File: config.mk
export PLATFORM = sky130hd
export DESIGN_NAME = chain_calculator_flat
export DESIGN_NICKNAME = d
export VERILOG_FILES = /design/src/rtl/chain_calculator_if.sv /design/src/rtl/chain_calculator.sv /design/src/flat_wrapper.sv
export SDC_FILE = /design/constraint.sdc
export NUM_CORES = 1
export LEC_CHECK = 0
export ABC_AREA = 1
export CAP_MARGIN = 20
export CORE_MARGIN = 3
export CORE_UTILIZATION = 50
export CTS_CLUSTER_DIAMETER = 50
export DETAILED_ROUTE_END_ITERATION = 6
export PLACE_DENSITY = 0.69
export REMOVE_ABC_BUFFERS = 1
export SETUP_SLACK_MARGIN = 0.05
export SLEW_MARGIN = 20
export SYNTH_ARGS = -nofsm -noshare
export SYNTH_HDL_FRONTEND = slang
export SYNTH_SLANG_ARGS = --single-unit
File: constraint.sdc
create_clock -name clk -period 6.25 [get_ports clk]
set_input_delay 1.25 -clock clk [delete_from_list [all_inputs] [get_ports clk]]
set_output_delay 1.25 -clock clk [all_outputs]
set_load 0.01 [all_outputs]
File: src/rtl/chain_calculator_if.sv
// Operand beat channel between the keypad/operand front end and the chain calculator.
// The front end is the master and presents one operand beat at a time.
// The calculator is the slave and throttles the front end with in_ready.
interface chain_calculator_if #(
  parameter int IN_W = 4
);
  logic            in_valid;
  logic            in_ready;
  logic [IN_W-1:0] in_num;
  logic            in_sign;
  logic [1:0]      op;

  modport master (
    output in_valid,
    output in_num,
    output in_sign,
    output op,
    input  in_ready
  );

  modport slave (
    input  in_valid,
    input  in_num,
    input  in_sign,
    input  op,
    output in_ready
  );
endinterface

File: src/rtl/chain_calculator.sv
// Chained sign-magnitude calculator.
// A load beat seeds the accumulator, then up to MAX_OPS add/sub/mul/div beats
// update it. Results that overflow saturate, and the ovf_flag records it.
// Division uses a restoring divider that produces one quotient bit per cycle.
// Sign convention throughout: 1 = non-negative, 0 = negative.
module chain_calculator #(
  parameter int IN_W    = 4,
  parameter int ACC_W   = 12,
  parameter int MAX_OPS = 4
) (
  input  logic               clk,
  input  logic               rst,
  chain_calculator_if.slave  beat,
  output logic [ACC_W-1:0]   acc_mag,
  output logic               acc_sign,
  output logic               busy,
  output logic               done,
  output logic [3:0]         step_count,
  output logic               zero_flag,
  output logic               ovf_flag,
  output logic               zero_result
);

  localparam int WIDE  = ACC_W + IN_W;
  localparam int CNT_W = $clog2(ACC_W + 1);

  localparam logic [1:0] OP_ADD = 2'b00;
  localparam logic [1:0] OP_SUB = 2'b01;
  localparam logic [1:0] OP_DIV = 2'b10;
  localparam logic [1:0] OP_MUL = 2'b11;

  localparam logic [WIDE-1:0]  SAT_WIDE  = WIDE'({ACC_W{1'b1}});
  localparam logic [ACC_W-1:0] SAT_MAG   = {ACC_W{1'b1}};
  localparam logic [CNT_W-1:0] LAST_BIT  = CNT_W'(ACC_W - 1);
  localparam logic [3:0]       LAST_STEP = 4'(MAX_OPS);

  typedef enum logic [1:0] {
    S_IDLE,
    S_WAIT_OP,
    S_DIV,
    S_DONE
  } state_t;

  state_t state, state_next;

  logic             ready;
  logic             fire;
  logic [3:0]       step_inc;
  logic             chain_end;

  logic [WIDE-1:0]  acc_wide;
  logic [WIDE-1:0]  num_wide;
  logic [WIDE-1:0]  raw_mag;
  logic             raw_sign;
  logic             eff_sign;
  logic [ACC_W-1:0] alu_mag;
  logic             alu_sign;
  logic             alu_ovf;

  logic [IN_W-1:0]  divisor;
  logic [IN_W-1:0]  div_rem;
  logic [ACC_W-1:0] div_quot;
  logic [CNT_W-1:0] div_cnt;
  logic             div_sign;
  logic [IN_W:0]    rem_shift;
  logic             q_bit;
  logic [IN_W-1:0]  rem_next;
  logic [ACC_W-1:0] quot_next;
  logic             quot_sign;
  logic             div_last;

  assign beat.in_ready = ready;
  assign fire          = beat.in_valid && ready;
  assign step_inc      = step_count + 4'd1;
  assign chain_end     = (step_inc == LAST_STEP);
  assign zero_result   = (acc_mag == '0);

  // Add/sub/mul result at full width, then saturation and zero-sign normalisation
  always_comb begin
    acc_wide = WIDE'(acc_mag);
    num_wide = WIDE'(beat.in_num);
    eff_sign = (beat.op == OP_SUB) ? ~beat.in_sign : beat.in_sign;
    raw_mag  = '0;
    raw_sign = 1'b1;
    if (beat.op == OP_MUL) begin
      raw_mag  = acc_wide * num_wide;
      raw_sign = ~(acc_sign ^ beat.in_sign);
    end else if (acc_sign == eff_sign) begin
      raw_mag  = acc_wide + num_wide;
      raw_sign = acc_sign;
    end else if (acc_wide >= num_wide) begin
      raw_mag  = acc_wide - num_wide;
      raw_sign = acc_sign;
    end else begin
      raw_mag  = num_wide - acc_wide;
      raw_sign = eff_sign;
    end
    if (raw_mag > SAT_WIDE) begin
      alu_mag = SAT_MAG;
      alu_ovf = 1'b1;
    end else begin
      alu_mag = raw_mag[ACC_W-1:0];
      alu_ovf = 1'b0;
    end
    alu_sign = (alu_mag == '0) ? 1'b1 : raw_sign;
  end

  // One restoring-division step: bring in the next dividend bit, subtract if it fits
  always_comb begin
    rem_shift = {div_rem, div_quot[ACC_W-1]};
    q_bit     = (rem_shift >= {1'b0, divisor});
    rem_next  = q_bit ? IN_W'(rem_shift - {1'b0, divisor}) : IN_W'(rem_shift);
    quot_next = {div_quot[ACC_W-2:0], q_bit};
    quot_sign = (quot_next == '0) ? 1'b1 : div_sign;
    div_last  = (div_cnt == LAST_BIT);
  end

  // State register
  always_ff @(posedge clk or posedge rst) begin
    if (rst) begin
      state <= S_IDLE;
    end else begin
      state <= state_next;
    end
  end

  // Next-state logic and handshake/status outputs
  always_comb begin
    state_next = state;
    ready      = 1'b1;
    busy       = 1'b0;
    done       = 1'b0;
    case (state)
      S_IDLE: begin
        if (fire) state_next = S_WAIT_OP;
      end
      S_WAIT_OP: begin
        if (fire) begin
          if (beat.op == OP_DIV && beat.in_num != '0) begin
            state_next = S_DIV;
          end else if (chain_end) begin
            state_next = S_DONE;
          end
        end
      end
      S_DIV: begin
        ready = 1'b0;
        busy  = 1'b1;
        if (div_last) state_next = chain_end ? S_DONE : S_WAIT_OP;
      end
      S_DONE: begin
        done = 1'b1;
        if (fire) state_next = S_WAIT_OP;
      end
      default: state_next = S_IDLE;
    endcase
  end

  // Accumulator, step counter, sticky flags and divider registers
  always_ff @(posedge clk or posedge rst) begin
    if (rst) begin
      acc_mag    <= '0;
      acc_sign   <= 1'b1;
      step_count <= '0;
      zero_flag  <= 1'b0;
      ovf_flag   <= 1'b0;
      divisor    <= '0;
      div_rem    <= '0;
      div_quot   <= '0;
      div_cnt    <= '0;
      div_sign   <= 1'b1;
    end else begin
      case (state)
        S_IDLE, S_DONE: begin
          if (fire) begin
            acc_mag    <= ACC_W'(beat.in_num);
            acc_sign   <= beat.in_sign;
            step_count <= '0;
            zero_flag  <= 1'b0;
            ovf_flag   <= 1'b0;
          end
        end
        S_WAIT_OP: begin
          if (fire) begin
            if (beat.op == OP_DIV) begin
              if (beat.in_num == '0) begin
                acc_mag    <= '0;
                acc_sign   <= 1'b1;
                zero_flag  <= 1'b1;
                step_count <= step_inc;
              end else begin
                divisor  <= beat.in_num;
                div_rem  <= '0;
                div_quot <= acc_mag;
                div_cnt  <= '0;
                div_sign <= ~(acc_sign ^ beat.in_sign);
              end
            end else begin
              acc_mag    <= alu_mag;
              acc_sign   <= alu_sign;
              ovf_flag   <= ovf_flag | alu_ovf;
              step_count <= step_inc;
            end
          end
        end
        S_DIV: begin
          div_rem  <= rem_next;
          div_quot <= quot_next;
          div_cnt  <= div_cnt + 1'b1;
          if (div_last) begin
            acc_mag    <= quot_next;
            acc_sign   <= quot_sign;
            step_count <= step_inc;
          end
        end
        default: ;
      endcase
    end
  end

endmodule

File: src/flat_wrapper.sv
// flat-port wrapper written by rule: the top's interface ports become plain ports
module chain_calculator_flat 
#(
  parameter int IN_W    = 4,
  parameter int ACC_W   = 12,
  parameter int MAX_OPS = 4
)
  (clk, rst, acc_mag, acc_sign, busy, done, step_count, zero_flag, ovf_flag, zero_result, beat_in_valid, beat_in_num, beat_in_sign, beat_op, beat_in_ready);
  chain_calculator_if #(.IN_W(IN_W)) beat_i ();
  input  logic clk;
  input  logic rst;
  output logic [ACC_W-1:0] acc_mag;
  output logic acc_sign;
  output logic busy;
  output logic done;
  output logic [3:0] step_count;
  output logic zero_flag;
  output logic ovf_flag;
  output logic zero_result;
  input wire logic [$bits(beat_i.in_valid)-1:0] beat_in_valid;
  input wire logic [$bits(beat_i.in_num)-1:0] beat_in_num;
  input wire logic [$bits(beat_i.in_sign)-1:0] beat_in_sign;
  input wire logic [$bits(beat_i.op)-1:0] beat_op;
  output wire logic [$bits(beat_i.in_ready)-1:0] beat_in_ready;
  assign beat_i.in_valid = beat_in_valid;
  assign beat_i.in_num = beat_in_num;
  assign beat_i.in_sign = beat_in_sign;
  assign beat_i.op = beat_op;
  assign beat_in_ready = beat_i.in_ready;
  chain_calculator #(.IN_W(IN_W), .ACC_W(ACC_W), .MAX_OPS(MAX_OPS)) u_core (.clk(clk), .rst(rst), .beat(beat_i), .acc_mag(acc_mag), .acc_sign(acc_sign), .busy(busy), .done(done), .step_count(step_count), .zero_flag(zero_flag), .ovf_flag(ovf_flag), .zero_result(zero_result));
endmodule
==> results of run 1 <==
==> how the worst max path moves through the flow <==
stage                                  to  cells past startpoint      startpoint
after floorplan           u_core.acc_sign                     25  beat_in_num[3]
after global placement    u_core.acc_sign                     26  beat_in_num[3]
after global routing      u_core.acc_sign                     26  beat_in_num[2]
final                     u_core.acc_sign                     26  beat_in_num[2]
after CTS                 u_core.acc_sign                     26  beat_in_num[2]
after detailed placement  u_core.acc_sign                     26  beat_in_num[2]
==> cells by family (layout without fill, tap and decap cells) <==
| family | after synthesis | in the layout |
|---|---|---|
| AND/OR/NAND/NOR | 457 | 457 |
| AO/OA/AOI/OAI | 116 | 116 |
| flip-flops | 46 | 46 |
| buffers and inverters | 184 | 201 |
| XOR/XNOR | 21 | 21 |
| adder cells (fa/ha/maj) | 67 | 67 |
==> worst max-delay path, delay by kind of cell <==
| family | cells | cell delay, ns |
|---|---|---|
| and+or+nand+nor | 15 | 1.64 |
| adders and majority gates | 4 | 1.40 |
| buffers and inverters | 4 | 0.94 |
| AOI/OAI and AO/OA | 2 | 0.31 |
| xor gates and xnor gates | 1 | 0.13 |
==> power by group <==
group / internal, µW / switching (µW) / total, µW
Clock: 200 / 107 / 306
Sequential: 406 / 158 / 564
Combinational: 778 / 1480 / 2260
==> registers in the layout (all words and copies together) (netlist names) <==
signal / cells
u_core.step_count: 4
u_core.divisor: 4
u_core.div_cnt: 4
u_core.acc_sign: 1
u_core.state: 2
u_core.div_sign: 1
u_core.div_rem: 4
u_core.ovf_flag: 1
u_core.acc_mag: 12
u_core.div_quot: 12
u_core.zero_flag: 1
==> routing by layer <==
layer | part of all wire (%) | wire [µm] | global-route usage, %
met5 | 0 | 0 | 0
met4 | 2.3 | 396 | 6.73
met1 | 44 | 7460 | 37.0
met2 | 47 | 7940 | 44.2
met3 | 6.3 | 1070 | 2.60
==> metrics by stage <==
stage          instances  power (µW)
2_1_floorplan        864        2120
6_report            1048        3130
3_5_place_dp        1040        2780
3_3_place_gp        1040        2740
5_1_grt             1048        3440
4_1_cts             1048        3100
==> cells in the final DEF, fill, tap and decap left out, types with 8 or more instances in the layout <==
cell type          n
o21ai_0           29
nand2_1          291
nand2_2            8
dfrtp_1           44
clkdlybuf4s50_1   32
inv_1            146
ha_1              44
fa_1              23
nor2_1            52
nand4_1           11
xor2_1            14
nand3_1           59
o221ai_1           9
o22ai_1            8
a21oi_1           44
==> cell type report <==
class	instances	area [µm²]	area share [%]
tap	140	175	2.77
inverter	157	594	9.39
multi-input combinational	661	3890	61.4
clock inverter	1	30.0	0.474
timing repair buffer	36	350	5.53
sequential	46	1150	18.2
clock buffer	7	143	2.25
==> results.md, run 1 <==
Synthesis:
- The synthesized netlist devotes around 17% of its cell area to adder and majority cells.
- The average footprint of a synthesized cell is between 6 and 7 µm².
- The post-synthesis xor/xnor area fraction is 3.17%.
- The number of synthesis warnings is 0.
- In this run the biggest area consumer among cell types represents 19.0% of the synthesized area.
- By area, the combinational part of the netlist is dominated by simple AND/OR/NAND/NOR gates.
- After Yosys synthesis, and, or, nand and nor cells account for roughly a third of the synthesized area.
- The number of distinct library cells after synthesis is 47.
- Of the post-synthesis cell area, the part taken by muxes is 0%.
- Yosys mapped a number of flops with a built-in enable equal to 0.
- After synthesis, the share of flip-flops with an asynchronous set or reset is 100%.
- Sequential cells were found to cover about a fifth of the synthesized design area.
- In the synthesized netlist the dominant register cell turns out to be dfrtp_1.
- The post-synthesis instance area is 0.00580 mm².
- The commonest cells after synthesis are 291 x nand2_1, 147 x inv_1, 59 x nand3_1.
- The synthesized netlist devotes a little under an eighth of its cell area to compound gates.
- The largest area contributor in the netlist is dfrtp_1.
- Counting every instance in the synthesized netlist gives 891.
- Ranked by total cell area, the synthesized netlist is headed by dfrtp_1 19%, nand2_1 19%, inv_1 9.5%, ha_1 9.5%, fa_1 7.9%.
- The dominant cell by count in the synthesized netlist is nand2_1.
- The number of storage elements in the synthesis netlist is 46.

Pwr:
- The static power due to leakage is 0.00351 µW.
- The worst-case IR drop observed on VDD is 0.000329 V.
- For this design the ratio of total power to cell area is 494 mW/mm².

Place:
- The count of buffers added on input and output ports is 32.
- After legalization and detailed placement, the total HPWL measured 13500 µm.
- The congestion estimate from routability-driven global placement came to 0.946.
- Before CTS, the worst setup slack after placement is 0.487 ns.
- Once placement finished, the instance area stood at 0.00615 mm².

Timing:
- Setup repair after global routing left no endpoint under its margin.
- On the final layout, the worst clock skew is 0.00775 ns.
- Dividing the final minimum period by the clock period gives 87.8%.
- Headroom to the max-slew limit came out at 36.3%.
- The worst path needs around 5.5 ns of the cycle, external delays included.
- The count of endpoints failing setup in the final report is 0.
- The post-route worst hold slack is 0.486 ns.
- Static timing analysis puts the maximum clock frequency at 182 MHz.
- The hold violation total from the final report is 0.
- The final-layout setup total negative slack is 0 ns.
- The number of pins with negative max-slew slack in the final report is 0.
- The slack of the critical path is 0.765 ns.
- For the pin with the worst max-slew slack, the measured transition is 0.954 ns.

Clocking:
- Buffers inserted to repair hold after CTS numbered 0.
- The clock latency on the worst-skew pair is 0.28 ns.
- The H-tree was split into 2 levels.
- The clock root buffer master is clkbuf_16.
- The CTS clock-pin slew for the worst setup and hold paths is roughly 0.06 ns.
- Counting along the longest clock path gives a buffer depth of 2.
- The CTS tree is built.
- The total setup buffers inserted after CTS is 0.
- For this design, the sink count on the clock tree is 46.
- The number of clock buffers inserted by TritonCTS is 5.
- The total of cells resized after clock tree synthesis is 0.

Routing:
- The first detailed-routing pass took 6 iterations.
- The detailed-route via count is 5861.
- The count of nets left with antenna violations once routing finished came out at 0.
- In the routed design, unresolved DRC markers number 0.
- The final routed wirelength across all metal layers is about 17000 µm.
- In the routed layout, each cell is associated on average with a via count of 5.59.
- The first routing iteration left 615 violations.
- Dividing the detail-routed wire length by the instance count gives 16.1 µm.

Finish:
- The number of fill cells in the layout is around 1100.
- The end-of-flow core utilization is between 50% and 60%.
- The final layout contains a little under 1000 nets.
- Of the cells placed in the final design, the portion with a size suffix greater than 1 is 5.73%.
- 0 antenna diodes ended up in the layout.
- The area added between synthesis and finish is 9.21%.
- The final design instance area without fill is 0.00633 mm².

Global routing:
- The overall routing resource usage is 26.5%.
- The initial antenna violation count is 0.
- Entering global routing, the biggest net connects 47 pins.
- The first global-routing pass estimated 27600 µm of wire.
- After global routing the overflow that remains totals 0.
- The via count of the first global-routing pass was between 5000 and 6000.

Critical path:
- The worst path arrival time is roughly 5.7 ns.
- STA puts the critical path data required time at 6.47 ns.
- The endpoint of the most critical register-to-register path is u_core.acc_sign.
- The largest single stage delay on the critical path is 0.57 ns.
- The critical path's slowest cell is clkdlybuf4s50_1.
- STA classifies the critical path startpoint as an input pin.
- The launching point of the worst reg2reg path is u_core.acc_mag[6].
- The critical path is of the input pin to register type.
- The maximum net fanout on the critical path is 12.
- Counting cells, the worst reg-to-reg path comes to 25.
- The element type at the critical path end is a register.
- In this run the register-to-register setup slack is 1.88 ns.
- By instance count, the cell type seen most on the critical path is nand2_1.

Floorplanning:
- The core region is 0.0111 mm².
- The boundary pin count is 33.
- The placement row count is 38.
- The floorplan step defined a die boundary enclosing 0.0129 mm².
- The initial utilization of the core area, before any placement, comes to 52.3%.
- In this run the vertical extent of the chip is 114 µm.
- The width of the die is 114 µm.

Min path:
- The count of cells along the worst hold path is 1.
- The path class of the tightest hold or removal check is register to register.
- The path with the worst hold slack has its endpoint at u_core.div_cnt[3].
- The startpoint identified for the worst hold timing path is u_core.div_cnt[3].

Job:
- The number of violations of the max-capacitance limit is 0.

Status:
- The run finished with clean final reports.
Power figures use the tool's default switching activity.
==> run 2, diff against run 1 <==
- ABC_AREA: 1 -> unset
- SKIP_CTS_REPAIR_TIMING: unset -> 1
==> run 2 against run 1 <==
Net effect:
- hold slack better by 0.033 ns
- wire length fell by 8.4%
- cell area shrank 7.1%
- clock skew grew 0.0026 ns
- maximum frequency down 6.2%
- synthesized cell count fell by 26%
- first-iteration DRC count is 23% lower
- largest cell class unchanged
==> results.md, run 2 <==
Synthesis:
- The synthesized instance count is 662 (-26%).
- The average footprint of a synthesized cell is 7.95 µm² (+22%).
- The number of storage elements in the synthesis netlist is 46 (unchanged).
- The proportion of netlist area held by the largest area contributor is 20.9% (+1.9 points).
- The synthesized design spends more area on one cell type than any other, namely dfrtp_1.
- After synthesis, the most frequently instantiated cells are 89 x nand2_1, 59 x nor2_1, 56 x inv_1.
- Ranked by total cell area, the synthesized netlist is headed by dfrtp_1 21%, ha_1 10%, fa_1 8.7%, nand2_1 6.3%, nor2_1 4.2%.
- The post-synthesis instance area is 0.00527 mm² (-9.2%).
- The number of distinct library cells after synthesis is 62 (+32%).
- The fraction of registers with async set or reset after synthesis is 100% (unchanged).
- Among all flip-flop cells after synthesis, the most frequent one is dfrtp_1.
- The sequential cell area fraction in the yosys report is 21.9% (+2.0 points).
- In the post-synthesis netlist, the cell with the most instances is nand2_1.
- The number of enable-type register cells in the synthesized netlist was 0 (unchanged).
- The number of synthesis warnings is 0 (unchanged).

Floorplanning:
- The die outline area is 0.0118 mm² (-8.7%).
- The width of the die came to 109 µm (-4.5%).
- The placement row count came to 36 (-5.3%).
- The boundary pin count was 33 (unchanged).
- The die boundary height was 109 µm (-4.5%).
- The initial cell density of the core came to 52.7% (+0.31 points).
- The core box area is 0.0100 mm² (-9.7%).

Critical path:
- The maximum net fanout on the critical path is 13 (+1).
- The startpoint identified for the worst register-to-register timing path is u_core.acc_mag[5].
- The depth of the worst register-to-register path came to 16 (-36%).
- The required time reported for the critical path endpoint is 6.50 ns (+0.03 ns).
- In this run the worst setup path begins at beat_in_num[3].
- The endpoint identified for the worst register-to-register timing path is u_core.acc_mag[4].
- The critical path is of the input pin to register type.
- The worst setup path is launched from an input pin.
- The worst path arrival time came to 6.09 ns (+0.38 ns).
- The flop-to-flop setup slack is 1.52 ns (-0.36 ns).
- The worst setup path is captured at a register.

Timing:
- The count of endpoints failing setup in the final report is 0 (unchanged).
- The achievable clock frequency came to 171 MHz (-6.2%).
- The setup clock skew after layout is 0.0103 ns (+0.00255 ns).
- The final worst-path cycle share came to 93.5% (+5.8 points).
- The worst slew margin relative to its limit came to 33.8% (-2.5 points).
- The number of pins with negative max-slew slack in the final report is 0 (unchanged).
- The final-layout setup total negative slack is 0 ns (unchanged).
- The post-route worst hold slack is 0.519 ns (+0.0329 ns).
- Setup repair after global routing left no endpoint under its margin.
- The slew at the pin closest to its max-slew limit is 0.994 ns (+0.0392 ns).
- The time the worst path needs with I/O delays and setup is 5.84 ns (+0.360 ns).
- The hold violation total from the final report is 0 (unchanged).

Routing:
- The residual antenna-violating net count after detailed routing is 0 (unchanged).
- The DRC marker count from the first detailed-route iteration is 471 (-23%).
- The length of the first detailed-routing pass in iterations is 5 (-1).
- The detailed-route via count is 5074 (-13%).
- The final routed wirelength across all metal layers is 15500 µm (-8.4%).
- The routed length per placed instance came to 18.9 µm (+17%).
- The ratio of routed vias to standard cells is 6.19 (+11%).
- The total DRC errors in the routed layout was 0 (unchanged).

Clocking:
- The maximum buffer depth of the clock tree was 2 (unchanged).
- The clock root buffer master is clkbuf_8.
- The clock latency on the worst-skew pair is 0.31 ns (+0.03 ns).
- The maximum level of the CTS H-tree is 2 (unchanged).
- TritonCTS built the clock tree.
- The CTS clock-pin slew for the worst setup and hold paths is 0.10 ns (+0.04 ns).
- The number of sinks handled by clock tree synthesis came to 46 (unchanged).
- The number of clock buffers inserted by TritonCTS is 5 (unchanged).

Pwr:
- The total power per unit cell area is 461 mW/mm² (-6.7%).
- The static power due to leakage is 0.00268 µW (-24%).
- The maximum VDD drop is 0.000202 V (-38%).

Min path:
- The count of cells along the worst hold path is 2 (+1).
- In this run the most critical hold path is launched from u_core.div_cnt[1].
- The tightest min-delay check is of the register to register type.
- The sink of the worst hold path is u_core.div_cnt[1].

Place:
- The number of buffers inserted by port buffering is 32 (unchanged).
- The post-DP HPWL is 11800 µm (-13%).
- The number of placed instances, taps included is 811 (-22%).
- The global placement routability congestion was 0.963 (+1.7%).

Global routing:
- The wire length of the first global-routing pass came to 25400 µm (-8.1%).
- The pin count of the biggest net entering global routing is 47 (unchanged).
- The via count of the first global-routing pass is 4918 (-10%).
- The total global routing overflow is 0 (unchanged).
- The initial antenna violation count is 0 (unchanged).
- The overall routing resource usage is 27.0% (+0.53 points).

Finish:
- The number of fill cells in the layout came to 966 (-10%).
- The top cell types in the final layout, fill and taps aside, are 89 x nand2_1, 59 x nor2_1, 55 x inv_1.
- The post-layout net count is 763 (-22%).
- The largest registers in the layout are u_core.acc_mag: 12 flops, u_core.div_quot: 12 flops.
- The share of post-route cells with drive strength above 1 was 6.55% (+0.82 points).
- The end-of-flow core utilization is 58.8% (+1.6 points).
- The count of placed standard cells in the final layout, fillers left out was 820 (-22%).
- Leaving out fill and tap cells, the most frequent cell in the layout is nand2_1.
- The number of diodes added for antenna fixing is 0 (unchanged).
- From synthesis to final layout, the design area changed by 11.7%.

Status:
- The run finished with clean final reports.

Job:
- The number of violations of the max-capacitance limit is 0 (unchanged).
==> run 2: cell count changes in the layout (fill, tap and decap cells not counted), sizes merged, moves of 15 or more <==
cell / change
a21oi: -15
nor2b: +16
nand2: -211
and2: +22
nand3: -52
inv: -96
==> run 2: cell families (layout without fill, tap and decap cells) <==
kind of cell	count (synthesis)	after routing	share of synthesized area, %
mux	11	11	2.19
fa+ha+maj	67	67	19.2
simple gates	259	259	24.4
buf+inv	86	111	6.23
flops	46	46	21.9
xor+xnor	23	23	3.83
compound gates	170	170	22.2
==> run 2: per-stage QoR <==
step / setup slack [ns] / area [µm²] / total power (µW)
final: 0.405 / 5880 / 2710
after global placement: 0.0897 / 5750 / 2430
after CTS: 0.284 / 5840 / 2670
after floorplan: 1.06 / 5150 / 1860
after detailed placement: -0.0197 / 5750 / 2470
after global routing: 0.143 / 5880 / 2960
==> run 2: power breakdown <==
group	switching [µW]	internal (µW)	total, µW
sequential	162	401	564
combinational	1190	759	1950
clock	114	80.2	195
total	1470	1240	2710
==> run 2: area by class of cell <==
| type | count | area (µm²) | share of cell area, % |
|---|---|---|---|
| Sequential cell | 46 | 1150 | 19.6 |
| Timing Repair Buffer | 47 | 445 | 7.57 |
| Tap cell | 133 | 166 | 2.83 |
| Clock inverter | 3 | 23.8 | 0.404 |
| Multi-Input combinational cell | 530 | 3810 | 64.8 |
| Inverter | 56 | 210 | 3.57 |
| Clock buffer | 5 | 68.8 | 1.17 |
==> run 2: worst max-delay path, cell delays in order <==
cell	delay, ns
clkdlybuf4s50_1	0.65
ha_1	0.40
fa_1	0.55
inv_1	0.05
fa_1	0.53
inv_1	0.04
ha_1	0.33
and3_1	0.21
a2111oi_2	0.47
o21ai_0	0.25
o21a_1	0.22
a221o_1	0.27
a31oi_2	0.16
buf_4	0.22
o21ai_0	0.10
a221oi_1	0.27
a21o_1	0.11
==> run 2: worst max-delay path by stage <==
| stage | to | slack [ns] | cells after the start |
|---|---|---|---|
| 5_1_grt | u_core.acc_mag[0] | 0.14 | 17 |
| 3_5_place_dp | u_core.acc_mag[0] | -0.02 | 17 |
| 2_1_floorplan | u_core.acc_mag[0] | 1.06 | 15 |
| 3_3_place_gp | u_core.acc_mag[0] | 0.09 | 17 |
| 4_1_cts | u_core.acc_mag[0] | 0.28 | 17 |
| 6_report | u_core.acc_mag[0] | 0.41 | 17 |
==> run 2: routing by layer <==
layer	vias up	GRT usage (%)	part of all wire (%)
met4	0	5.68	1.5
met1	2439	38.6	45
met5	-	0	0
met3	20	5.21	8.2
li1	2392	-	-
met2	223	42.9	46
==> run 3, diff against run 2 <==
- SKIP_CTS_REPAIR_TIMING: 1 -> unset
==> results of run 3 <==
Final layout, timing and power as in run 2 (identical DEF).
